<file path="src/rtl/textcon_writer_pkg.sv">
`default_nettype none
// +-----------------------------------------------------------------------+
// | textcon_writer_pkg: console geometry, control codes, byte classifier. |
// | Revision: 1.0                                                         |
// +-----------------------------------------------------------------------+
package textcon_writer_pkg;

    localparam int VMEMSTART = 1024;
    localparam int COLS      = 80;
    localparam int ROWS      = 60;
    localparam int CELLS     = COLS * ROWS;

    localparam logic [7:0] CH_LF = 8'h0A;
    localparam logic [7:0] CH_CR = 8'h0D;
    localparam logic [7:0] CH_BS = 8'h08;
    localparam logic [7:0] CH_FF = 8'h0C;
    localparam logic [7:0] CH_SP = 8'h20;

    // Bit 7 carries the blink-inverse attribute, so both halves are printable.
    function automatic logic is_printable(input logic [7:0] b);
        return ((b >= 8'h20) && (b <= 8'h7E)) || ((b >= 8'hA0) && (b <= 8'hFE));
    endfunction

endpackage : textcon_writer_pkg
`default_nettype wire

</file>
<file path="src/rtl/textcon_writer.sv">
`default_nettype none
// +-----------------------------------------------------------------------+
// | textcon_writer: ASCII stream to 80x60 console vmem, with scroll/clear. |
// | Revision: 1.0                                                         |
// +-----------------------------------------------------------------------+
module textcon_writer
    import textcon_writer_pkg::*;
(
    input  logic        clk,
    input  logic        rst,
    input  logic [7:0]  in_data,
    input  logic        in_valid,
    output logic        in_ready,
    output logic [12:0] vmem_addr,
    output logic [7:0]  vmem_wdata,
    output logic        vmem_we,
    input  logic [7:0]  vmem_rdata,
    output logic [6:0]  cur_col,
    output logic [5:0]  cur_row,
    output logic        busy
);

    localparam logic [2:0] S_IDLE    = 3'd0;
    localparam logic [2:0] S_PUT     = 3'd1;
    localparam logic [2:0] S_LF      = 3'd2;
    localparam logic [2:0] S_SCRL_RD = 3'd3;
    localparam logic [2:0] S_SCRL_WR = 3'd4;
    localparam logic [2:0] S_CLR     = 3'd5;

    localparam logic [12:0] C_BASE     = 13'(VMEMSTART);
    localparam logic [12:0] C_LAST     = 13'(VMEMSTART + CELLS - 1);
    localparam logic [12:0] C_SCRL_SRC = 13'(VMEMSTART + COLS);
    localparam logic [12:0] C_LAST_ROW = 13'(VMEMSTART + COLS * (ROWS - 1));
    localparam logic [12:0] C_COLS     = 13'(COLS);
    localparam logic [6:0]  C_MAX_COL  = 7'(COLS - 1);
    localparam logic [5:0]  C_MAX_ROW  = 6'(ROWS - 1);

    logic [2:0]  r_state;
    logic [6:0]  r_col;
    logic [5:0]  r_row;
    logic [12:0] r_rowbase;
    logic [12:0] r_clr_ptr;
    logic [12:0] r_clr_end;
    logic [12:0] r_src;
    logic [7:0]  r_char;

    always_ff @(posedge clk) begin
        if (rst) begin
            r_state   <= S_CLR;
            r_col     <= '0;
            r_row     <= '0;
            r_rowbase <= C_BASE;
            r_clr_ptr <= C_BASE;
            r_clr_end <= C_LAST;
            r_src     <= C_SCRL_SRC;
            r_char    <= CH_SP;
        end else begin
            case (r_state)
                S_IDLE: begin
                    if (in_valid) begin
                        if (is_printable(in_data)) begin
                            r_char  <= in_data;
                            r_state <= S_PUT;
                        end else begin
                            case (in_data)
                                CH_CR: r_col <= '0;
                                CH_BS: if (r_col != '0) r_col <= r_col - 7'd1;
                                CH_LF: r_state <= S_LF;
                                CH_FF: begin
                                    r_col     <= '0;
                                    r_row     <= '0;
                                    r_rowbase <= C_BASE;
                                    r_clr_ptr <= C_BASE;
                                    r_clr_end <= C_LAST;
                                    r_state   <= S_CLR;
                                end
                                default: ;
                            endcase
                        end
                    end
                end
                S_PUT: begin
                    if (r_col < C_MAX_COL) begin
                        r_col   <= r_col + 7'd1;
                        r_state <= S_IDLE;
                    end else begin
                        r_col   <= '0;
                        r_state <= S_LF;
                    end
                end
                S_LF: begin
                    if (r_row < C_MAX_ROW) begin
                        r_row     <= r_row + 6'd1;
                        r_rowbase <= r_rowbase + C_COLS;
                        r_state   <= S_IDLE;
                    end else begin
                        r_src   <= C_SCRL_SRC;
                        r_state <= S_SCRL_RD;
                    end
                end
                S_SCRL_RD: r_state <= S_SCRL_WR;
                S_SCRL_WR: begin
                    r_src <= r_src + 13'd1;
                    if (r_src == C_LAST) begin
                        r_clr_ptr <= C_LAST_ROW;
                        r_clr_end <= C_LAST;
                        r_state   <= S_CLR;
                    end else begin
                        r_state <= S_SCRL_RD;
                    end
                end
                S_CLR: begin
                    if (r_clr_ptr == r_clr_end) r_state <= S_IDLE;
                    else                        r_clr_ptr <= r_clr_ptr + 13'd1;
                end
                default: r_state <= S_IDLE;
            endcase
        end
    end

    // Port decode depends only on registered state; rst forces the idle-bus values.
    always_comb begin
        vmem_addr  = C_BASE;
        vmem_wdata = CH_SP;
        vmem_we    = 1'b0;
        if (!rst) begin
            case (r_state)
                S_PUT: begin
                    vmem_addr  = r_rowbase + {6'd0, r_col};
                    vmem_wdata = r_char;
                    vmem_we    = 1'b1;
                end
                S_SCRL_RD: vmem_addr = r_src;
                S_SCRL_WR: begin
                    vmem_addr  = r_src - C_COLS;
                    vmem_wdata = vmem_rdata;
                    vmem_we    = 1'b1;
                end
                S_CLR: begin
                    vmem_addr = r_clr_ptr;
                    vmem_we   = 1'b1;
                end
                default: ;
            endcase
        end
    end

    assign in_ready = !rst && (r_state == S_IDLE);
    assign busy     = rst || (r_state != S_IDLE);
    assign cur_col  = r_col;
    assign cur_row  = r_row;

endmodule : textcon_writer
`default_nettype wire

</file>
<file path="config.mk">
export PLATFORM = sky130hd
export DESIGN_NAME = textcon_writer
export DESIGN_NICKNAME = d
export VERILOG_FILES = /design/src/rtl/textcon_writer_pkg.sv /design/src/rtl/textcon_writer.sv
export SDC_FILE = /design/constraint.sdc
export NUM_CORES = 1
export LEC_CHECK = 0
export ABC_AREA = 1
export BUFFER_PORTS_ARGS = -buffer_cell sky130_fd_sc_hd__buf_2
export CORE_ASPECT_RATIO = 0.9
export CORE_MARGIN = 1
export CORE_UTILIZATION = 44
export CTS_CLUSTER_SIZE = 40
export DETAILED_ROUTE_END_ITERATION = 16
export PLACE_DENSITY = 0.75
export SLEW_MARGIN = 20
export SYNTH_ARGS = -nofsm -noshare
export SYNTH_HDL_FRONTEND = slang
export SYNTH_SLANG_ARGS = --single-unit
</file>
<file path="constraint.sdc">
create_clock -name clk -period 2.4 [get_ports clk]
set_input_delay 0.48 -clock clk [delete_from_list [all_inputs] [get_ports clk]]
set_output_delay 0.48 -clock clk [all_outputs]
set_load 0.03 [all_outputs]
</file>
[Yosys cells after proc, flatten, opt, wreduce, memory -nomap -nowiden]
Index checks and enable logic that the tools add are counted.
Storage, ports and cells
  register bits after elaboration: 76
  bits of input ports: 19
  output and inout port bits: 37
Operators by class
  add/sub/neg operators: 8
  order comparisons: 6
  equality and inequality tests: 22
  multiplexer cells: 40
  reduce and logical (&&, ||, !) cells: 23
Operator list (count)
  $mux W13: 12
  $pmux W13 S2: 3
  $pmux W13 S4: 1
  $pmux W13 S3: 1
  $eq A8 B4 Y1 const B: 4
  $mux W7: 4
  $pmux W7 S2: 2
  $add A13 B1 Y13 const B: 2
  $mux W6: 4
  $pmux W3 S6: 1
  $pmux W8 S2: 1
  $reduce_and A5 Y1: 3
  $ne A2 B2 Y1 const B: 7
  $add A13 B7 Y13: 1
  $add A13 B7 Y13 const B: 1
  $eq A13 B13 Y1: 1
  $eq A13 B13 Y1 const B: 1
  $sub A13 B7 Y13 const B: 1
  $mux W3: 4
  $pmux W6 S2: 1
  $ge A8 B6 Y1 const B: 1
  $ge A8 B8 Y1 const B: 1
  $le A8 B7 Y1 const B: 1
  $le A8 B8 Y1 const B: 1
  28 further kinds: 40

[Logic depth before layout (Yosys ltp)]
  depth after elaboration: 6
  mapped depth: 12

[Worst setup path before layout]
OpenSTA, ideal clock, no wires.
  kind: register to output
  from: reg r_col[5], in the netlist cur_col[5]
  to: out vmem_addr[12]
  arrival time: 2050 ps
  required time: 1920 ps
  setup slack: -130 ps
  stages on the path, launching flop included: 9
  path buffers: 0
  cell sequence: dfxtp_1 > ha_1 > nand2_1 > inv_1 > o21bai_1 > nand3_1 > nand3_1 > nand3_1 > a21oi_1
Between the ends
  cells in the longest elaborated chain, start to end: 3
RTL lines
  start: declaration: RTL line textcon_writer.sv:39  | logic [6:0] r_col;
  start signal: assignment: RTL line textcon_writer.sv:67  | CH_BS: if (r_col != '0) r_col <= r_col - 7'd1;
  start signal: assignment: RTL line textcon_writer.sv:84  | r_col <= r_col + 7'd1;
  $add A13 B7 Y13: RTL line textcon_writer.sv:129  | vmem_addr = r_rowbase + {6'd0, r_col};
  $pmux W13 S4: RTL line textcon_writer.sv:127  | case (r_state)
  $mux W13: RTL line textcon_writer.sv:126  | if (!rst) begin
  end: declaration: RTL line textcon_writer.sv:14  | output logic [12:0] vmem_addr,
Every way passes these cells.

[Worst setup path after layout]
  from: reg r_col[5], in the netlist cur_col[5]
  to: out vmem_addr[7]
Same word-level chain as after synthesis.

==> run_results.csv <==
group,metric,value,unit
status,outcome,"finished, violations left",
status,failed_checks,"negative setup slack",
drt,vias,5150,
setup_path,startpoint_type_of_the_worst_setup_path,"register",
sta,tightestPinTransition,507,ps
drt,wl,13300,um
clock_tree,clkSlewWorstSetupHoldPaths,60,ps
cells_and_area,post_route_cells_drive_above_1_share,20.1,%
clock_tree,clk-insertion-delay-late,340,ps
setup_path,worst_r2r_startpoint,"r_src[0]",
synth,synth_area_leaders,"dfxtp_1 (26%), nand2_1 (18%), nor2_1 (8.3%)",
cells_and_area,filler_cell_count,969,
global_route,globalRouteTotalUtil,24.9,%
clock_tree,clock-root-buffer,"clkbuf_16",
cells_and_area,area.growth.synth_to_final,21.3,%
synth,synth.avg_cell_area,5.97,um^2
synth,ys_types,41,
setup_path,worst-endpoint-arrival,1980,ps
sta,achievable-frequency,0.406,GHz
die,fp-row-count,34,
sta,finalSetupViolations,1,
global_route,vias_in_the_first_global_route,4340,
setup_path,reg2reg_depth,10,
setup_path,cp-startpoint,"cur_col[5]",
synth,synth_enable_flop_cells,0,
sta,timing.final.crit_share,103,%
synth,postSynth.asyncResetShare,0,%
sta,report.final.hold_viol_count,0,
power,power_per_cell_area,743,mW/mm^2
setup_path,ff2ff_setup_slack,390,ps
synth,synth_ff_type,"dfxtp_1",
setup_path,worst_r2r_endpoint,"r_clr_ptr[1]",
synth,yosysWarningCount,0,
cells_and_area,fin_nets,853,
sta,slew_violations,0,
setup_path,worst_ep_required_time,1920,ps
synth,synth_area_leader_cell,"dfxtp_1",
sta,fin_skew,10.5,ps
die,design.die.area,0.0107,mm^2
drt,drtPass1Iterations,5,
synth,proportion_of_synthesized_chip_area_in_sequential_cells,26.0,%
synth,synth-seq-cells,59,
setup_path,worstSetupPathType,"register to output port",
global_route,grt_first_pass_wirelength,20800,um
die,num_io_pins,56,
synth,synthDominantCellAreaShare,26.0,%
sta,grt_setup_unrepaired,"yes",
run,drv.max_cap_violation_count,0,
cells_and_area,diodes,0,
clock_tree,cts_sinks,59,
drt,antenna_violating_nets_post_route,0,
clock_tree,cts_max_level,3,
clock_tree,cts-buffers-inserted,9,
power,report.power.total,4.10,mW
global_route,grt_antenna_before_repair,0,
global_route,grt_start_max_net_pins,50,
sta,max-slew-margin-rel,66.1,%
setup_path,end_point_of_the_critical_path,"vmem_addr[7]",
drt,vias_per_cell,5.42,
place,dpl.hpwl,9210,um
synth,synthesis.nets,794,
synth,post-synth-top-count-cell,"nand2_1",
power,leakagePower,2.57,nW
synth,ys_top_cells_by_count,"nand2_1 (216), nor2_1 (101), inv_1 (86), nand3_1 (66), dfxtp_1 (59)",
drt,detail_route.drc_violations,0,
setup_path,crit_path_max_fanout,3,
drt,wire_per_inst,14.0,um
die,die_y,98.4,um
place,io_port_bufs,55,
synth,mappedNetlistArea,0.00455,mm^2
power,max-vdd-ir-drop,513,uV
sta,least_setup_slack_across_all_paths_after_layout,-60.5,ps
die,design.core.area,0.00987,mm^2
cells_and_area,multi_input_area,0.00303,mm^2
cells_and_area,design_area,0.00551,mm^2
clock_tree,cts-root-to-sink-buffers,2,
die,start_util,46.1,%
die,fp.dieW,109,um
sta,holdWs,414,ps
clock_tree,cts_tree,"built",
drt,detail_route.iter0.violations,460,
synth,syn_inst,762,
place,gp_routability_congestion,0.961,
worst_hold_path,hold_path_class,"input port to register",
global_route,grt_ovf,0,
setup_path,endpoint_kind,"output port",
cells_and_area,seqCellArea,0.00120,mm^2
sta,layout_min_cycle_time,2460,ps
place,detailed_place.area,0.00496,mm^2
==> area by class of cell <==
cell class                 count  area share [%]
timing repair buffer          75            8.87
sequential                    59            21.8
tap                          126            2.86
inverter                      93            6.51
clock inverter                 2           0.182
multi-input combinational    583            54.9
clock buffer                  13            4.90
==> registers in the layout, indices dropped and copies added, names as in the netlist <==
signal,flops
r_state,3
r_rowbase,9
cur_col,7
r_clr_ptr,13
r_char,8
r_src,13
cur_row,6
==> cell usage in the layout (no fill, tap or decap), drive strengths merged, types with 4 or more instances in the layout <==
| cell type | n |
|---|---|
| a21oi | 52 |
| buf | 75 |
| clkbuf | 13 |
| dfxtp | 59 |
| ha | 13 |
| inv | 92 |
| nand2 | 223 |
| nand3 | 71 |
| nand4 | 21 |
| nor2 | 107 |
| nor3 | 14 |
| o211ai | 4 |
| o21ai | 32 |
| o22ai | 9 |
| xor2 | 11 |
==> kinds of logic (layout without fill, tap and decap cells) <==
logic type / after synthesis / count (layout) / synth area share (%)
compound gates: 112 / 112 / 13.7
buf+inv: 120 / 183 / 11.3
xor+xnor: 14 / 14 / 2.70
simple gates: 443 / 443 / 42.7
fa+ha+maj: 13 / 13 / 3.58
flops: 59 / 59 / 26.0
other cells: 1 / 1 / 0.0825
==> per-stage QoR <==
stage                     setup WS, ps  cells  utilization, %  setup TNS (ps)
final                            -60.5    951            55.9           -60.5
after global routing              -144    951            55.9            -288
after CTS                         1.81    947            53.9               0
after detailed placement           165    931            50.3               0
after global placement             180    931            50.3               0
after floorplan                   32.3    762               -               0
==> layer usage <==
layer  GRT usage [%]  share of wire, %  vias to the layer above
met3            4.83               7.4                       29
met5               0                 0                        -
li1                -                 -                     2596
met1            34.3                46                     2324
met4            8.84               2.3                        0
met2            38.4                44                      201
==> how the worst min path moves through the flow <==
| stage | start | endpoint | cells past startpoint |
|---|---|---|---|
| 2_1_floorplan | r_char[0] | r_char[0] | 2 |
| 3_3_place_gp | r_char[4] | r_char[4] | 2 |
| 3_5_place_dp | r_char[3] | r_char[3] | 2 |
| 4_1_cts | in_data[3] | r_char[3] | 3 |
| 5_1_grt | in_data[3] | r_char[3] | 3 |
| 6_report | in_data[3] | r_char[3] | 3 |
==> worst max-delay path, stage by stage (launching register included) <==
cell	delay (ps)
dfxtp_2	330
ha_4	270
nand2_2	40
inv_2	100
nor2_4	50
o21bai_2	150
nor2_1	70
nor3_1	250
nor2_1	140
nor2_2	110
buf_6	130
==> timing repair <==
item	CTS	global route
gates resized for setup	21	60
hold buffers	0	0
setup buffers	1	3
endpoints found under the hold margin	0	0
pin swaps	3	17
setup endpoints to repair	21	19
gates cloned	0	1
==> power by group <==
| group | internal, mW | switching (mW) |
|---|---|---|
| Clock | 0.773 | 0.452 |
| Combinational | 0.572 | 1.10 |
| Sequential | 1.08 | 0.124 |
| Total | 2.42 | 1.67 |
No activity file was read; power rests on OpenSTA's default activity.
